### src/rtl/pc_fetch_unit.sv
// ---------------------------------------------------------------------------
// pc_fetch_unit
//
// Program counter and instruction-fetch sequencer. It issues one BRAM read
// per instruction and captures the word the BRAM returns one cycle later.
// The word is then presented to decode over a valid/ready handshake.
// A redirect reloads the PC and abandons any fetch still in flight.
//
// FSM: IDLE -> ISSUE -> WAIT -> HOLD -> (ISSUE | IDLE)
//
// Parameters
//   ADDR_W    PC / BRAM address width
//   DATA_W    instruction word width
//   RESET_PC  PC value loaded on reset
//
// Ports
//   clk              in   system clock, rising edge
//   reset_n          in   asynchronous active-low reset
//   en               in   run enable; 0 stops new fetches from being issued
//   redirect_en      in   load PC from redirect_target and flush the fetch
//   redirect_target  in   jump/branch target address
//   mem_addr         out  BRAM read address
//   mem_rd_en        out  BRAM read strobe, high for one cycle per fetch
//   mem_data         in   BRAM read data, valid the cycle after mem_rd_en
//   instr            out  fetched instruction
//   instr_pc         out  address that instr was fetched from
//   instr_valid      out  instr / instr_pc valid
//   instr_ready      in   decode accepts instr this cycle
//   pc               out  current PC (address of the next fetch)
//   fetch_count      out  (FETCH_CNT_EN only) saturating count of accepted
//                         instructions
//
// Optional feature macro: FETCH_CNT_EN
// ---------------------------------------------------------------------------
module pc_fetch_unit #(
    parameter int                ADDR_W   = 16,
    parameter int                DATA_W   = 16,
    parameter logic [ADDR_W-1:0] RESET_PC = '0
) (
    input  logic              clk,
    input  logic              reset_n,
    input  logic              en,
    input  logic              redirect_en,
    input  logic [ADDR_W-1:0] redirect_target,
    output logic [ADDR_W-1:0] mem_addr,
    output logic              mem_rd_en,
    input  logic [DATA_W-1:0] mem_data,
    output logic [DATA_W-1:0] instr,
    output logic [ADDR_W-1:0] instr_pc,
    output logic              instr_valid,
    input  logic              instr_ready,
    output logic [ADDR_W-1:0] pc
`ifdef FETCH_CNT_EN
    ,
    output logic [15:0]       fetch_count
`endif
);

    typedef enum logic [1:0] {
        IDLE  = 2'd0,
        ISSUE = 2'd1,
        WAIT  = 2'd2,
        HOLD  = 2'd3
    } state_t;

    state_t            state_q,       state_d;
    logic [ADDR_W-1:0] pc_q,          pc_d;
    logic [ADDR_W-1:0] mem_addr_q,    mem_addr_d;
    logic              mem_rd_en_q,   mem_rd_en_d;
    logic [DATA_W-1:0] instr_q,       instr_d;
    logic [ADDR_W-1:0] instr_pc_q,    instr_pc_d;
    logic              instr_valid_q, instr_valid_d;

    // A held instruction only counts as taken when no redirect drops it.
    logic accept;
    assign accept = instr_valid_q && instr_ready && !redirect_en;

    always_comb begin
        state_d       = state_q;
        pc_d          = pc_q;
        mem_addr_d    = mem_addr_q;
        mem_rd_en_d   = 1'b0;
        instr_d       = instr_q;
        instr_pc_d    = instr_pc_q;
        instr_valid_d = instr_valid_q;

        if (redirect_en) begin
            // The word the BRAM returns this cycle belongs to the old path.
            // Drop it without capturing it and without advancing the PC.
            pc_d          = redirect_target;
            mem_addr_d    = redirect_target;
            instr_valid_d = 1'b0;
            if (en) begin
                state_d     = ISSUE;
                mem_rd_en_d = 1'b1;
            end else begin
                state_d     = IDLE;
            end
        end else begin
            case (state_q)
                IDLE: begin
                    if (en) begin
                        state_d     = ISSUE;
                        mem_rd_en_d = 1'b1;
                        mem_addr_d  = pc_q;
                    end
                end
                ISSUE: begin
                    state_d = WAIT;
                end
                WAIT: begin
                    // The PC still holds the fetched address here, so it
                    // is tagged onto the instruction before being advanced.
                    instr_d       = mem_data;
                    instr_pc_d    = pc_q;
                    instr_valid_d = 1'b1;
                    pc_d          = pc_q + ADDR_W'(1);
                    state_d       = HOLD;
                end
                HOLD: begin
                    if (accept) begin
                        instr_valid_d = 1'b0;
                        if (en) begin
                            state_d     = ISSUE;
                            mem_rd_en_d = 1'b1;
                            mem_addr_d  = pc_q;
                        end else begin
                            state_d     = IDLE;
                        end
                    end
                end
                default: begin
                    state_d = IDLE;
                end
            endcase
        end
    end

    always_ff @(posedge clk or negedge reset_n) begin
        if (!reset_n) begin
            state_q       <= IDLE;
            pc_q          <= RESET_PC;
            mem_addr_q    <= RESET_PC;
            mem_rd_en_q   <= 1'b0;
            instr_q       <= '0;
            instr_pc_q    <= '0;
            instr_valid_q <= 1'b0;
        end else begin
            state_q       <= state_d;
            pc_q          <= pc_d;
            mem_addr_q    <= mem_addr_d;
            mem_rd_en_q   <= mem_rd_en_d;
            instr_q       <= instr_d;
            instr_pc_q    <= instr_pc_d;
            instr_valid_q <= instr_valid_d;
        end
    end

`ifdef FETCH_CNT_EN
    logic [15:0] fetch_count_q, fetch_count_d;

    always_comb begin
        fetch_count_d = fetch_count_q;
        if (accept && (fetch_count_q != 16'hFFFF)) begin
            fetch_count_d = fetch_count_q + 16'd1;
        end
    end

    always_ff @(posedge clk or negedge reset_n) begin
        if (!reset_n) begin
            fetch_count_q <= 16'd0;
        end else begin
            fetch_count_q <= fetch_count_d;
        end
    end

    assign fetch_count = fetch_count_q;
`endif

    assign pc          = pc_q;
    assign mem_addr    = mem_addr_q;
    assign mem_rd_en   = mem_rd_en_q;
    assign instr       = instr_q;
    assign instr_pc    = instr_pc_q;
    assign instr_valid = instr_valid_q;

endmodule

### config.mk
export PLATFORM = sky130hd
export DESIGN_NAME = pc_fetch_unit
export DESIGN_NICKNAME = d
export VERILOG_FILES = /design/src/rtl/pc_fetch_unit.sv
export SDC_FILE = /design/constraint.sdc
export NUM_CORES = 1
export LEC_CHECK = 0
export ABC_AREA = 1
export BUFFER_PORTS_ARGS = -buffer_cell sky130_fd_sc_hd__buf_2
export CAP_MARGIN = 0
export CORE_MARGIN = 1
export CORE_UTILIZATION = 40
export DETAILED_ROUTE_END_ITERATION = 6
export PLACE_DENSITY = 0.65
export RECOVER_POWER = 50
export SETUP_SLACK_MARGIN = 0.5
export SLEW_MARGIN = 20
export SYNTH_ARGS = -nofsm -noshare
export SYNTH_HDL_FRONTEND = slang
export SYNTH_SLANG_ARGS = --single-unit
export TNS_END_PERCENT = 100
### constraint.sdc
create_clock -name clk -period 1.8 [get_ports clk]
set_input_delay 0 -clock clk [delete_from_list [all_inputs] [get_ports clk]]
set_output_delay 0 -clock clk [all_outputs]
set_load 0.02 [all_outputs]
# ---- Word-level counts from Yosys, hierarchy flattened
# Index checks and enable logic that the tools add are counted.
dict set report classes {
  add_sub_neg 1
  eq_ne 5
  n_mux 18
  bitwise_logic 1
  reduce_logical 11
}
# operator count
set op_table {}
lappend op_table {{16-bit 2-to-1 mux} 5}
lappend op_table {{16-bit case mux with 2 select lines} 1}
lappend op_table {{16-bit by 1-bit adder with 16-bit output, second input constant} 1}
lappend op_table {{2-bit case mux with 4 select lines} 1}
lappend op_table {{2-bit AND reduction} 4}
lappend op_table {{1-bit 2-to-1 mux} 6}
lappend op_table {{2-bit 2-to-1 mux} 3}
lappend op_table {{3-bit != test, second input constant} 2}
lappend op_table {{3-bit nonzero test} 2}
lappend op_table {{2-bit == test, second input constant} 2}
lappend op_table {{1-bit case mux with 2 select lines} 2}
lappend op_table {{2-bit by 1-bit == test with 1-bit output, second input constant} 1}
lappend op_table {{1-bit logical AND} 2}
lappend op_table {{2-bit zero test} 1}
lappend op_table {{2-bit nonzero test} 1}
lappend op_table {{1-bit zero test} 1}
lappend op_table {{1-bit inverter} 1}
dict set report word_totals {
  ff_bits 68
  in_bits 37
  out_inout_bits 66
  word_cells 43
}

# ---- Longest topological paths before layout
dict set report depth {
  ltp_word 5
  depth_mapped 9
  ltp_nobuf 9
}

# ---- Worst setup path before layout
# OpenSTA, ideal clock, no wires.
dict set report synth_timing {
  path_type {flip-flop to flip-flop}
  startpoint {register pc_q[1] (netlist: pc[1])}
  endpoint {register pc_q[10] (netlist: pc[10])}
  setup_time_ns 0.117
  arrival_time_ns 1.295
  required_time_ns 1.683
  path_slack_ns 0.388
  path_stages_with_launch 9
  path_buffers 0
  synth_period_minus_slack_ns 1.412
  path_cell_list {dfrtp_1 > ha_1 > nand3_1 > nor2_1 > nand2_1 > nor2_1 > nand2_1 > nand3_1 > nand2_1}
}
dict set report synth_via {
  elab_chain_len 3
}
# element line
set synth_lines {}
lappend synth_lines {{start: declaration} 67} ;# logic [ADDR_W-1:0] pc_q, pc_d;
lappend synth_lines {{start signal: assignment} 150} ;# pc_q <= pc_d;
lappend synth_lines {{16-bit by 1-bit adder with 16-bit output} 117} ;# pc_d = pc_q + ADDR_W'(1);
lappend synth_lines {{16-bit 2-to-1 mux} 100} ;# case (state_q)
lappend synth_lines {{16-bit 2-to-1 mux} 87} ;# if (redirect_en) begin
# No other way between the ends. The select of a mux whose other input is x is not followed.
# A chain may end at the register's enable or synchronous reset.

# ---- Final worst setup path
dict set report layout_timing {
  startpoint {register state_q[0]}
  endpoint {register mem_addr_q[1] (netlist: mem_addr[1])}
}
dict set report layout_via {
  elab_chain_len 3
  elab_cells_between_ends 7
  cone_classes {2 x eq/ne; 2 x mux; 3 x reduce/logical}
}
# element line
set layout_lines {}
lappend layout_lines {{start: declaration} 66} ;# state_t state_q, state_d;
lappend layout_lines {{start signal: assignment} 149} ;# state_q <= state_d;
lappend layout_lines {{2-bit == test / 2-bit zero test (equally long branches)} 100}
lappend layout_lines {{16-bit case mux with 2 select lines, or another cell as far along} 100}
lappend layout_lines {{16-bit 2-to-1 mux / 2-bit AND reduction (equally long branches)} --}
lappend layout_lines {{end signal: assignment} 151} ;# mem_addr_q <= mem_addr_d;
lappend layout_lines {{end: declaration} 68} ;# logic [ADDR_W-1:0] mem_addr_q, mem_addr_d;
# Parallel ways exist; a longest one is shown, timed or not.

==> impl_metrics.csv <==
group,metric,value,unit
timing,finClkSkew,0.007007,ns
cells_and_area,n_fill_cell,690,
critical_path,crit_path_end_kind,"flop",
synth,yosysMostFrequentCell,"nand2_1",
drt,drc,0,
clocking,cts-root-buf,"clkbuf_8",
floorplanning,die_w,92.10,um
critical_path,worstPathMaxFanout,6,
floorplanning,die_area,8481,sq um
timing,slew_viol_final,0,
pwr,seqPwrFrac,0.351,
pwr,p_leak,2.422,nW
synth,ys_warn_count,0,
pwr,p_sw_frac,0.4418,
synth,synth.top_cells.by_area,"dfrtp_1 52%, nand2_1 18%, o21ai_0 3.9%, o21ai_1 3.7%, buf_6 2.8%",
timing,final.min_clock_period,1.522,ns
run_status,outcome,"complete, no violations",
placement,port_buffers,102,
pwr,clkPwrFrac,0.176,
timing,slew_headroom,0.3672,
grt,grt_max_degree,69,
timing,finalSetupTns,0,ns
synth,synth_seq_cells,68,
synth,syn_inst,388,
grt,grt_pass1_wl,14.72,mm
clocking,clkTransAtPathRegs,0.08,ns
clocking,cts_buffer_depth,2,
run,drv_cap,0,
synth,netlist_area,3247,sq um
floorplanning,pin_count,103,
timing,worst_slew_pin_slew,0.9492,ns
critical_path,cp-start-kind,"flop",
clocking,cts.sinks,68,
floorplanning,core_region_area,7807,sq um
synth,synth_flop_cell,"dfrtp_1",
placement,dp_hpwl,5.749,mm
pwr,power_switching,3.361,mW
drt,wire_per_inst,15.05,um
placement,gp_congestion,0.8371,
hold_path,hold_path_class,"input pin to flop",
drt,vias_per_cell,4.997,
timing,setup_viol_count_final,0,
cells_and_area,stdcell_count,655,
grt,antenna_found_initial,0,
pwr,p_int,4.246,mW
pwr,p_per_area,1536,nW/um^2
drt,num_vias,3273,
critical_path,critPathArrivalTime,1.76,ns
cells_and_area,utilization,0.6345,
drt,drtPass1Iterations,4,
clocking,clock_latency,0.34,ns
floorplanning,initial_utilization,0.4159,
grt,grt_use_total,0.2249,
timing,finalCritPeriodShare,0.8458,
cells_and_area,area_growth,52.56,%
floorplanning,rows,32,
synth,synth_top_area_share,0.5241,
synth,synth_edf_count,0,
synth,syn_area_per_cell,8.368,sq um
cells_and_area,drive_gt1_frac,0.3635,
synth,netlist_top_cells_count,"154 x nand2_1, 68 x dfrtp_1, 25 x o21ai_0, 24 x o21ai_1",
synth,synth.distinct_cells,30,
synth,yosysTopAreaCell,"dfrtp_1",
drt,drt_iter0_markers,204,
synth,syn_nets,430,
cells_and_area,nets,590,
critical_path,worstSetupPathType,"flop to flop",
grt,grt-ovfl-total,0,
placement,dp_cells,584,
timing,finalHoldViolCount,0,
grt,first_global_vias,2908,
synth,yosysSeqAreaShare,0.5241,
floorplanning,die_h,92.10,um
clocking,numCtsBuffers,9,
pwr,comb_power_share,0.473,
timing,max_freq,656.8,MHz
clocking,h-tree-depth,3,
drt,routed_wl,9.855,mm
pwr,ir_drop,0.7244,mV
critical_path,required,2.04,ns
drt,drt.antenna.violating_nets,0,
clocking,cts_tree,"built",
synth,async_flop_share,1.000,
cells_and_area,diodes,0,
timing,rsz0062_at_grt,"yes",
## power by group through the flow
stage	clock network, mW	registers [mW]	logic [mW]
6_report	1.34	2.67	3.60
5_1_grt	1.41	2.74	3.89
4_1_cts	1.35	2.60	3.30
3_5_place_dp	0	2.60	2.79
3_3_place_gp	0	2.58	2.74
2_1_floorplan	0	3.29	1.10
## path summary, 6_finish.rpt
check / start / endpoint / slack, ns / cells past startpoint
worst max register to register: state_q[0] / mem_addr[1] / 0.28 / 8
worst min-delay path: instr_ready / mem_rd_en / 0.004 / 3
worst max-delay path: state_q[0] / mem_addr[1] / 0.28 / 8
worst min register to register: instr_pc[9] / instr_pc[9] / 0.48 / 2
max in group asynchronous: reset_n / pc[9] / 0.69 / 3
min in group asynchronous: reset_n / mem_addr[1] / 0.45 / 3
## stage by stage
step / power [mW] / cell area (sq um) / hold slack (ns) / setup WS, ns
floorplan: 4.394 / 3263 / -0.2956 / 0.4766
global placement: 5.327 / 3850 / 0.04903 / 0.1673
detailed placement: 5.395 / 3850 / 0.05124 / 0.1170
CTS: 7.246 / 4717 / 0.0006555 / 0.3479
global route: 8.045 / 4954 / 0.02132 / 0.2289
finish: 7.607 / 4954 / 0.003811 / 0.2775
## logic make-up after synthesis
group,share of synthesized area
AND/OR/NAND/NOR,0.2620
multiplexers,0.009249
flip-flops,0.5241
buffers and inverters,0.07091
AO/OA/AOI/OAI,0.1145
adder cells (fa/ha/maj),0.01927
## timing repair
item / 4_1_cts / 5_1_grt
resized for setup: 40 / 68
gates cloned: 5 / 3
setup buffers: 11 / 6
pin swaps: 8 / 14
hold endpoints to repair: 97 / 0
setup endpoints to repair: 66 / 66
hold buffers: 30 / 0
## placed cells by master (no fill, tap or decap), types with 3 or more instances in the layout
cell type      synthesis  routed
dfrtp_2                0       5
inv_1                 22      19
clkbuf_1               1      33
o21ai_0               25      16
mux2i_1                3       3
o21ai_1               24      21
nor2_4                 3       5
nor2_2                 3       3
ha_4                   0       4
nand2_1              154     121
o21ai_2                0      11
nand2_2                3      28
buf_4                  2       8
o211ai_1               4       4
nand3_1               16      10
a21oi_1                5       4
inv_8                  0       3
nor2_1                22      20
dfrtp_1               68      63
clkinvlp_4             0       4
buf_16                 0       3
dlygate4sd3_1          0      30
buf_6                  8       9
nand3_2                1       7
buf_2                  2      69
buf_12                 0       4
nand2_4                1       9
a21oi_2                4       5
clkbuf_8               0      11
## sequential cells by signal, summed over array words and instances, names as in the netlist
name,count
instr,16
instr_pc,16
mem_addr,16
pc,16
state_q,2
instr_valid,1
mem_rd_en,1
## layer usage
| layer | GRT usage | vias to the layer above | wire, um |
|---|---|---|---|
| met5 | 0 | - | 0 |
| met4 | 0.08594 | 0 | 240 |
| met3 | 0.02902 | 20 | 631 |
| met2 | 0.3613 | 129 | 4798 |
| met1 | 0.3094 | 1557 | 4185 |
| li1 | - | 1567 | - |
## critical path: stages, from the launching register on
cell and delay [ns]:
dfrtp_1 0.44, inv_2 0.11, ha_4 0.19, o21ai_4 0.14
nand2_2 0.08, nand2_4 0.11, buf_6 0.14, inv_8 0.05
o21a_1 0.16
## final cells by class
class,count,area (sq um),share of cell area
clock inverter,5,58.81,0.01187
clock buffer,11,151.4,0.03056
tap,102,127.6,0.02576
multi-input combinational,281,1592,0.3213
timing repair inverter,3,27.53,0.005557
timing repair buffer,160,1174,0.2369
inverter,25,115.1,0.02324
sequential,68,1708,0.3448
Power figures use the tool's default switching activity.
